`config.mk`:
```
export PLATFORM = sky130hd
export DESIGN_NAME = round_countdown
export DESIGN_NICKNAME = d
export VERILOG_FILES = /design/src/rtl/round_countdown.sv
export SDC_FILE = /design/constraint.sdc
export NUM_CORES = 1
export LEC_CHECK = 0
export CAP_MARGIN = 25
export CORE_MARGIN = 5
export CORE_UTILIZATION = 40
export CTS_CLUSTER_DIAMETER = 30
export DETAILED_ROUTE_END_ITERATION = 12
export PLACE_DENSITY_LB_ADDON = 0.05
export SLEW_MARGIN = 20
export SYNTH_ARGS = -nofsm -noshare
export SYNTH_HDL_FRONTEND = slang
export SYNTH_SLANG_ARGS = --single-unit
```
`constraint.sdc`:
```
create_clock -name clk -period 5.09 [get_ports clk]
set_input_delay 0.7635 -clock clk [delete_from_list [all_inputs] [get_ports clk]]
set_output_delay 0.7635 -clock clk [all_outputs]
set_load 0.01 [all_outputs]
```
`src/rtl/round_countdown.sv`:
```
// Round time limit: counts down whole seconds with pause/resume/abort and
// flags expiry (level plus one-cycle strobe) for the game FSM.
module round_countdown #(
  parameter int TICKS_PER_SEC = 1000,
  parameter int WIDTH         = 8,
  parameter int WARN_SECS     = 3
) (
  input  logic             clk,
  input  logic             rst,
  input  logic             load,
  input  logic [WIDTH-1:0] load_value,
  input  logic             start,
  input  logic             pause,
  input  logic             abort,
  output logic [WIDTH-1:0] time_left,
  output logic             running,
  output logic             expired,
  output logic             expire_pulse,
  output logic             warning,
  output logic             blink
);

  localparam int PW = (TICKS_PER_SEC > 2) ? $clog2(TICKS_PER_SEC) : 1;
  localparam logic [PW-1:0]    PRESC_LAST = PW'(TICKS_PER_SEC - 1);
  localparam logic [PW-1:0]    PRESC_HALF = PW'(TICKS_PER_SEC / 2);
  localparam logic [WIDTH-1:0] WARN_V     = WIDTH'(WARN_SECS);
  localparam logic [WIDTH-1:0] ONE        = WIDTH'(1);

  typedef enum logic [1:0] {
    S_IDLE    = 2'd0,
    S_RUNNING = 2'd1,
    S_PAUSED  = 2'd2,
    S_EXPIRED = 2'd3
  } state_t;

  state_t           state_q, state_d;
  logic [WIDTH-1:0] time_left_q, time_left_d;
  logic [PW-1:0]    presc_q, presc_d;
  logic             expire_pulse_q, expire_pulse_d;

  always_ff @(posedge clk or posedge rst) begin
    if (rst) begin
      state_q        <= S_IDLE;
      time_left_q    <= '0;
      presc_q        <= '0;
      expire_pulse_q <= 1'b0;
    end else begin
      state_q        <= state_d;
      time_left_q    <= time_left_d;
      presc_q        <= presc_d;
      expire_pulse_q <= expire_pulse_d;
    end
  end

  // Command priority: abort > load > start > pause > tick.
  always_comb begin
    state_d        = state_q;
    time_left_d    = time_left_q;
    presc_d        = presc_q;
    expire_pulse_d = 1'b0;
    if (abort) begin
      state_d     = S_IDLE;
      time_left_d = '0;
      presc_d     = '0;
    end else if (load) begin
      state_d     = S_IDLE;
      time_left_d = load_value;
      presc_d     = '0;
    end else if (start && state_q == S_IDLE) begin
      presc_d = '0;
      if (time_left_q != '0) begin
        state_d = S_RUNNING;
      end else begin
        state_d        = S_EXPIRED;
        expire_pulse_d = 1'b1;
      end
    end else if (start && state_q == S_PAUSED) begin
      state_d = S_RUNNING;
    end else if (pause && state_q == S_RUNNING) begin
      state_d = S_PAUSED;
    end else if (state_q == S_RUNNING) begin
      if (presc_q == PRESC_LAST) begin
        presc_d     = '0;
        time_left_d = time_left_q - ONE;
        // Leaving 1 means this tick ends the round; time_left cannot wrap.
        if (time_left_q == ONE) begin
          state_d        = S_EXPIRED;
          expire_pulse_d = 1'b1;
        end
      end else begin
        presc_d = presc_q + PW'(1);
      end
    end
  end

  always_comb begin
    time_left    = time_left_q;
    running      = (state_q == S_RUNNING);
    expired      = (state_q == S_EXPIRED);
    expire_pulse = expire_pulse_q;
    warning      = (state_q == S_RUNNING || state_q == S_PAUSED) &&
                   (time_left_q != '0) && (time_left_q <= WARN_V);
    blink        = warning && (presc_q < PRESC_HALF);
  end

endmodule

```
==> metrics.txt, run 1 <==
outcome=finished, final reports clean; crit-path max cell delay=0.58 ns; fill count=338; ANT nets after route=0; Reg2Reg Depth=6; Buffers on Ports=26; final WL=3.13 mm; Remaining Overflow, GRT=0; Max clock buf depth=2; vias per inst=5.36; Post-Syn Area=1400 um^2; chip width=69.2 um; YS warnings=0; type of origin of the critical path=flop; Avg Cell Area, Syn=9.09 um^2; Hold Crit Class=flop to flop; clock latency on the worst-skew pair=0.31 ns; Routed WL per cell=13.9 um; clk sinks=21; Syn Inst Count=~150; I/O pins=27; commonest non-fill, non-tap cell in the layout=clkdlybuf4s50_1; CTS tree=yes; WHS=0.576 ns; Async SR Flop Fraction=100%; Initial Util=41.6%; Distinct cells, synth=38; setup repair bufs after CTS=0; Die H=69.2 um; slowest CP cell=or4_4; Seq cells post-synth=21; GRT Util Overall=14.0%; Pre-antenna DRT Iters=4; Hold Buf Count CTS=0; unrepaired setup endpoints after global routing=no; pin count of the biggest net entering global routing=23; final setup margin=1.81 ns; post-synth top area cell=dfrtp_1; PnR Total Power=about 330 uW; Pwr Density=193 nW/um^2; htree depth=1; Net Count, Synth=approximately 180; core footprint=3360 um^2; first-pass GRT wire length=approximately 5.6 mm; Worst EP required=between 4 and 5 ns; Setup WS pre-CTS=2.09 ns; GP Congestion=0.820; Min Clock Period, post-route=3.28 ns; fmax=305 MHz; main flop type after synthesis=dfrtp_1; post-route insts no fill=225; Worst Max-Slew Pin Slew=roughly 0.85 ns; NumNets Final=202; post-cts repair resize count=0; drt drc=0; Worst Path Arrival=2.52 ns; Area contributors post-synth=dfrtp_1, ha_1, xnor2_1, a21oi_1, nor2_1; WHS Path Cells=1; Vias=1,205; VDD IR-drop max=0.121 mV; row count=21; worst-path maximum fanout=7; number of diodes=0; EDFF count, synth=0; 1st-iter DRT viols=57; Clock Skew=0.00805 ns; max-cap viol count=0; Post-DP HPWL=2.36 mm; CP Cell Sequence=or4_4 > nor3_4 > and3b_1 > nor3b_1 > clkdlybuf4s50_1; most frequent cells in the layout=clkdlybuf4s50_1, dfrtp_1, nor2_1, a21oi_1, inv_1; CTS buffer count=3; vias in the first global route=1,254; final hold vios=0; Reg clk slew, reported paths=0.13 ns; layout cells sized above 1=under 10%; final setup vio count=0; TNS Setup=0 ns; Crit. End Element=output port; dpl cells=221; Area Overhead vs Synth=23.1%; top-area cell type share of the netlist area=37.5%; Root Buffer=clkbuf_4; max-slew violations=0; Seq/Total Area, Yosys=37.5%; normalized max-slew margin=43.4%; type of the worst setup path=flop to output port; initial antenna violation count=0; die area=4780 um^2; Leak=roughly 0.69 nW; fin crit share=approximately 64%
==> synth_stat cells (all sizes together), types with 2 or more instances <==
library cell and n:
and3 2, xnor2 9, nor2 16, inv 13, a31oi 2, o21a 7, nor4 3, nor3 5
clkbuf 3, a21oi 15, nand3 2, a21o 3, dfrtp 21, nand4 9, o21ai 2, nand2 7
or3 2, xor2 3, nand3b 3, buf 2, nor3b 2, ha 8, a211o 2
==> logic make-up (layout without fill, tap and decap cells) <==
family,count (synthesis),in the layout,synth area share [%]
simple gates,59,59,25.2
compound gates,36,36,17.6
flops,21,21,37.5
buf+inv,18,43,5.00
xor+xnor,12,12,7.51
fa+ha+maj,8,8,7.15
==> per-stage QoR <==
step                utilization [%]  area [um^2]
CTS                            51.3         1720
finish                         51.3         1720
global placement               50.4         1700
global route                   51.3         1720
detailed placement             50.4         1700
floorplan                         -         1400
==> worst max-delay path, delay by kind of cell, from the launching register on <==
| family | cells | cell delay (ns) |
|---|---|---|
| flip-flops | 1 | 0.47 |
| AND/OR/NAND/NOR | 4 | 1.19 |
| buffers and inverters | 1 | 0.56 |
==> flip-flops by register name (all words and copies together) (netlist names) <==
signal,cells
state_q,2
presc_q,10
time_left,8
expire_pulse,1
==> final cells by class <==
type,instances,area [um^2],area share [%]
clock buffers,3,22.5,1.31
clock inverters,1,5.00,0.290
inverters,13,48.8,2.83
multi-input cells,115,805,46.7
flip-flops and latches,21,526,30.5
well taps,46,57.6,3.34
repair buffers,26,260,15.1
==> layer usage <==
| layer | routed length [um] | share of wire [%] | global-route usage [%] |
|---|---|---|---|
| met5 | 0 | 0 | 0 |
| met3 | 133 | 4.3 | 2.76 |
| met2 | 1560 | 50 | 24.8 |
| met4 | 25 | 0.80 | 4.99 |
| met1 | 1410 | 45 | 16.7 |
==> final timing paths <==
kind,from,end,slack (ns)
setup / recovery,time_left[2],blink,1.81
hold / removal,presc_q[7],presc_q[7],0.58
setup reg to reg,presc_q[0],time_left[2],2.87
hold reg to reg,presc_q[7],presc_q[7],0.58
max in group asynchronous,rst,presc_q[7],3.65
min in group asynchronous,rst,presc_q[6],0.91
==> where the power goes <==
| part | leakage (nW) | internal, mW | switching (mW) |
|---|---|---|---|
| sequential | 0.285 | 0.172 | 0.00749 |
| combinational | 0.387 | 0.0355 | 0.0353 |
| clock | 0.0177 | 0.0293 | 0.0527 |
(Power assumes the default switching activity.)
==> run 2: changes to the inputs <==
==> constraint.sdc (replaced) <==
create_clock -name clk -period 2.7 [get_ports clk]
set_input_delay 0.405 -clock clk [delete_from_list [all_inputs] [get_ports clk]]
set_output_delay 0.405 -clock clk [all_outputs]
set_load 0.01 [all_outputs]
==> metrics.txt, run 2 (synthesis gave the netlist of run 1 again) <==
outcome=finished, final reports clean; CTS buffer count=3; NumNets Final=roughly 210; unrepaired setup endpoints after global routing=no; clock latency on the worst-skew pair=roughly 0.3 ns; type of the worst setup path=flop to output port; Switching Fraction=28.6%; combinational share of power=23.4%; Buffers on Ports=26; Hold Buf Count CTS=0; CTS tree=yes; fill count=347; crit-path max cell delay=~0.5 ns; I/O pins=27; Initial Util=41.6%; Reg2Reg Depth=6; VDD IR-drop max=around 0.20 mV; htree depth=1; final hold vios=0; Routed WL per cell=14.1 um; Area Overhead vs Synth=28.5%; Reg clk slew, reported paths=0.13 ns; normalized max-slew margin=43.6%; Worst Path Arrival=2.09 ns; fmax=400 MHz; initial antenna violation count=0; Pre-antenna DRT Iters=4; ANT nets after route=0; pin count of the biggest net entering global routing=22; max reg flops=10; Remaining Overflow, GRT=0; Leak=0.757 nW; type of origin of the critical path=flop; Worst EP required=2.30 ns; switching pwr=184 uW; CP Cell Sequence=or4_4 > nor3_4 > and3b_1 > nor3b_2 > clkdlybuf4s15_1; Clock Power Share=about 25%; clk sinks=21; Hold Crit Class=input pin to asynchronous set/reset pin; Root Buffer=clkbuf_4; Post-DP HPWL=approximately 2.5 mm; die area=4780 um^2; Min Clock Period, post-route=2.50 ns; core footprint=approximately 3400 um^2; drt drc=0; worst-path maximum fanout=4; commonest non-fill, non-tap cell in the layout=clkdlybuf4s50_1; most frequent cells in the layout=clkdlybuf4s50_1, dfrtp_1, nor2_1, a21oi_1, inv_1; slowest CP cell=or4_4; chip width=69.2 um; Max clock buf depth=2; max-cap viol count=0; vias per inst=5.28; row count=21; final WL=3.29 mm; Clock Skew=about 0.011 ns; Pwr Density=358 nW/um^2; number of diodes=0; layout cells sized above 1=10.1%; Worst Max-Slew Pin Slew=0.845 ns; vias in the first global route=1,278; 1st-iter DRT viols=88; Crit. End Element=output port; Die H=69.2 um; TNS Setup=0 ns; internal power component=459 uW; fin crit share=92.5%; Vias=1,236; GRT Util Overall=approximately 14%; max-slew violations=0; GP Congestion=0.859; Seq pwr share=52.1%; final setup vio count=0; Reg with most FFs=presc_q; first-pass GRT wire length=roughly 5.8 mm; Util after Layout=53.5%
run 2: changes by cell type in the layout (fill, tap and decap cells not counted), sizes merged:
cell / previous run / this run
buf: 0 / 9
clkbuf: 3 / 4
clkdlybuf4s15: 0 / 1
clkdlybuf4s50: 26 / 24
clkinv: 1 / 0
dlymetal6s2s: 0 / 1
run 2: worst max-delay path, delay by kind of cell, from the launching register on:
kind	cells	cell delay [ns]
buffers and inverters	1	0.25
flip-flops	1	0.45
AND/OR/NAND/NOR	4	1.09
run 2: power by group through the flow:
stage	Sequential (mW)	Clock, mW	Combinational (mW)
after detailed placement	0.341	0	0.144
after global placement	0.341	0	0.142
final	0.335	0.158	0.150
after global routing	0.337	0.176	0.166
after CTS	0.335	0.164	0.145
after floorplan	0.345	0	0.0742
run 2: final timing paths:
| kind | end | slack [ns] | from |
|---|---|---|---|
| worst max register to register | time_left[2] | 0.65 | presc_q[0] |
| worst min-delay path | presc_q[5] | 0.55 | rst |
| worst max-delay path | blink | 0.20 | time_left[4] |
| max in group asynchronous | time_left[4] | 1.56 | rst |
| worst min register to register | presc_q[1] | 0.58 | presc_q[1] |
| min in group clk | presc_q[1] | 0.58 | presc_q[1] |
run 2: cell type report:
| type | instances | area, um^2 | area share (%) |
|---|---|---|---|
| clock buffer | 4 | 26.3 | 1.46 |
| inverter | 13 | 48.8 | 2.71 |
| multi-input combinational | 115 | 810 | 45.0 |
| sequential | 21 | 527 | 29.3 |
| tap | 46 | 57.6 | 3.20 |
| timing repair buffer | 35 | 330 | 18.4 |
run 2: layer usage:
layer  GRT usage (%)  routed length [um]
met3            2.62                 109
met1            17.7                1530
met2            24.8                1640
met4            4.12                  20
met5               0                   0
run 2: through the flow:
step | hold slack, ns | cells | worst slack (ns) | instance area (um^2) | power (mW)
after floorplan | 0.382 | 154 | 0.537 | 1400 | 0.420
after global placement | 0.545 | 227 | 0.242 | 1740 | 0.483
after detailed placement | 0.549 | 227 | 0.179 | 1740 | 0.485
after CTS | 0.581 | 231 | 0.0467 | 1770 | 0.644
after global routing | 0.617 | 234 | 0.0584 | 1800 | 0.679
final | 0.551 | 234 | 0.202 | 1800 | 0.643
run 2: repair_timing:
item	CTS	global route
resized for setup	1	4
setup endpoints to repair	1	2
setup buffers	0	3
pin swaps	0	1
==> run 3: changes to the inputs <==
--- a/config.mk
+++ b/config.mk
@@ -6,12 +6,12 @@
 export NUM_CORES = 1
 export LEC_CHECK = 0
 export CAP_MARGIN = 25
+export CORE_ASPECT_RATIO = 2
 export CORE_MARGIN = 5
 export CORE_UTILIZATION = 40
 export CTS_CLUSTER_DIAMETER = 30
 export DETAILED_ROUTE_END_ITERATION = 12
 export PLACE_DENSITY_LB_ADDON = 0.05
-export SLEW_MARGIN = 20
 export SYNTH_ARGS = -nofsm -noshare
 export SYNTH_HDL_FRONTEND = slang
 export SYNTH_SLANG_ARGS = --single-unit
==> metrics.txt, run 3 (synthesis gave the netlist of run 1 again) <==
Pwr Density=392 nW/um^2; Hold Buf Count CTS=0; initial antenna violation count=0; core footprint=approximately 3400 um^2; Max clock buf depth=2; Setup crit end=warning; met3 Track Usage GR=2.23%; Reg with most FFs=presc_q; row count=30; Vias=about 1,300; TNS Setup=0 ns; drt drc=0; final setup vio count=0; max-cap viol count=0; worst-path maximum fanout=2; reg2reg start=presc_q[0]; unrepaired setup endpoints after global routing=no; vias per inst=5.76; reg2reg end=time_left[2]; fin crit share=approximately 93%; type of the worst setup path=flop to output port; I/O pins=27; number of diodes=0; CTS tree=yes; Worst R2R Setup Slack=0.63 ns; Buffers on Ports=26; Pre-antenna DRT Iters=5; commonest non-fill, non-tap cell in the layout=clkdlybuf4s50_1; Reg clk slew, reported paths=0.09 ns; Worst EP required=2.30 ns; Cell Area, Placed=~1700 um^2; Post-DP HPWL=2.83 mm; Leak=0.739 nW; final hold vios=0; Die H=around 94 um; ANT nets after route=0; met1 Use GR=16.1%; clk sinks=21; GRT busiest layer=met2; Area Overhead vs Synth=26.9%; VDD IR-drop max=0.339 mV; Initial Util=41.4%; die area=4860 um^2; Hold Crit Class=flop to flop; clock latency on the worst-skew pair=0.26 ns; fill count=about 340; layout cells sized above 1=about 8.6%; CTS buffer count=3; Worst Path Arrival=between 2 and 2.5 ns; Remaining Overflow, GRT=0; M2 GR Usage=31.1%; final WL=roughly 3.6 mm; Crit. Startpoint=time_left[2]; Min Clock Period, post-route=2.52 ns; normalized max-slew margin=42.8%; most frequent cells in the layout=clkdlybuf4s50_1, dfrtp_1, nor2_1, a21oi_1, inv_1; Crit. End Element=output port; Reg2Reg Depth=6; max reg flops=10; outcome=finished, final reports clean; fmax=397 MHz; htree depth=1; type of origin of the critical path=flop; max-slew violations=0; vias in the first global route=1,339; Root Buffer=clkbuf_8; multi-input logic area=between 800 and 900 um^2; Final Cell Area=1780 um^2; Clock Skew=between 0.004 and 0.005 ns; GP Congestion=0.802; Worst Max-Slew Pin Slew=0.858 ns; pin count of the biggest net entering global routing=22; NumNets Final=209; first-pass GRT wire length=5.98 mm; chip width=51.8 um; GRT Util Overall=between 10% and 20%; register area=approximately 530 um^2; Routed WL per cell=16.5 um; 1st-iter DRT viols=26
## run 3: timing repair
| item | in CTS | in global routing |
|---|---|---|
| resized for setup | 1 | 0 |
| setup endpoints to repair | 1 | 0 |
| setup buffers | 0 | 0 |
## run 3: routing by layer
layer / share of wire, % / vias up / routed length [um]
met5: 0 / - / 0
met2: 57 / 39 / 2060
met1: 36 / 598 / 1310
met4: 2.1 / 0 / 75
li1: - / 613 / -
met3: 4.5 / 6 / 161
## run 3: where the power goes
group	internal [mW]	switching [mW]	total, mW
Sequential	0.324	0.0109	0.335
Clock	0.103	0.112	0.215
Combinational	0.0742	0.0735	0.148
Total	0.501	0.196	0.697
## run 3: through the flow
stage	power, mW	setup WS (ns)	util (%)	std cells	hold slack [ns]
floorplan	0.420	0.537	-	154	0.382
global placement	0.487	0.276	51.3	214	0.558
detailed placement	0.490	0.271	51.3	214	0.564
CTS	0.705	0.159	52.6	218	0.576
global route	0.732	0.0950	52.6	218	0.618
finish	0.697	0.179	52.6	218	0.583
## run 3: worst max-delay path, stage by stage, from the launching register on
cell	delay, ns
dfrtp_1	0.39
or4_4	0.56
nor3_4	0.15
and3b_1	0.20
clkdlybuf4s50_1	0.55
## run 3: how the worst min path moves through the flow
stage          startpoint            to  slack [ns]  cells after the start
2_1_floorplan         rst  expire_pulse        0.38                      1
3_3_place_gp   presc_q[1]    presc_q[1]        0.56                      2
3_5_place_dp   presc_q[1]    presc_q[1]        0.56                      2
4_1_cts        presc_q[1]    presc_q[1]        0.58                      2
5_1_grt        presc_q[1]    presc_q[1]        0.62                      2
6_report       presc_q[1]    presc_q[1]        0.58                      2
## run 3: cell type report
| cell class | count | share of cell area, % |
|---|---|---|
| clock buffers | 3 | 2.32 |
| clock inverters | 1 | 0.282 |
| inverters | 13 | 2.75 |
| multi-input cells | 115 | 45.3 |
| flip-flops and latches | 21 | 29.6 |
| well taps | 32 | 2.25 |
| repair buffers | 33 | 17.5 |
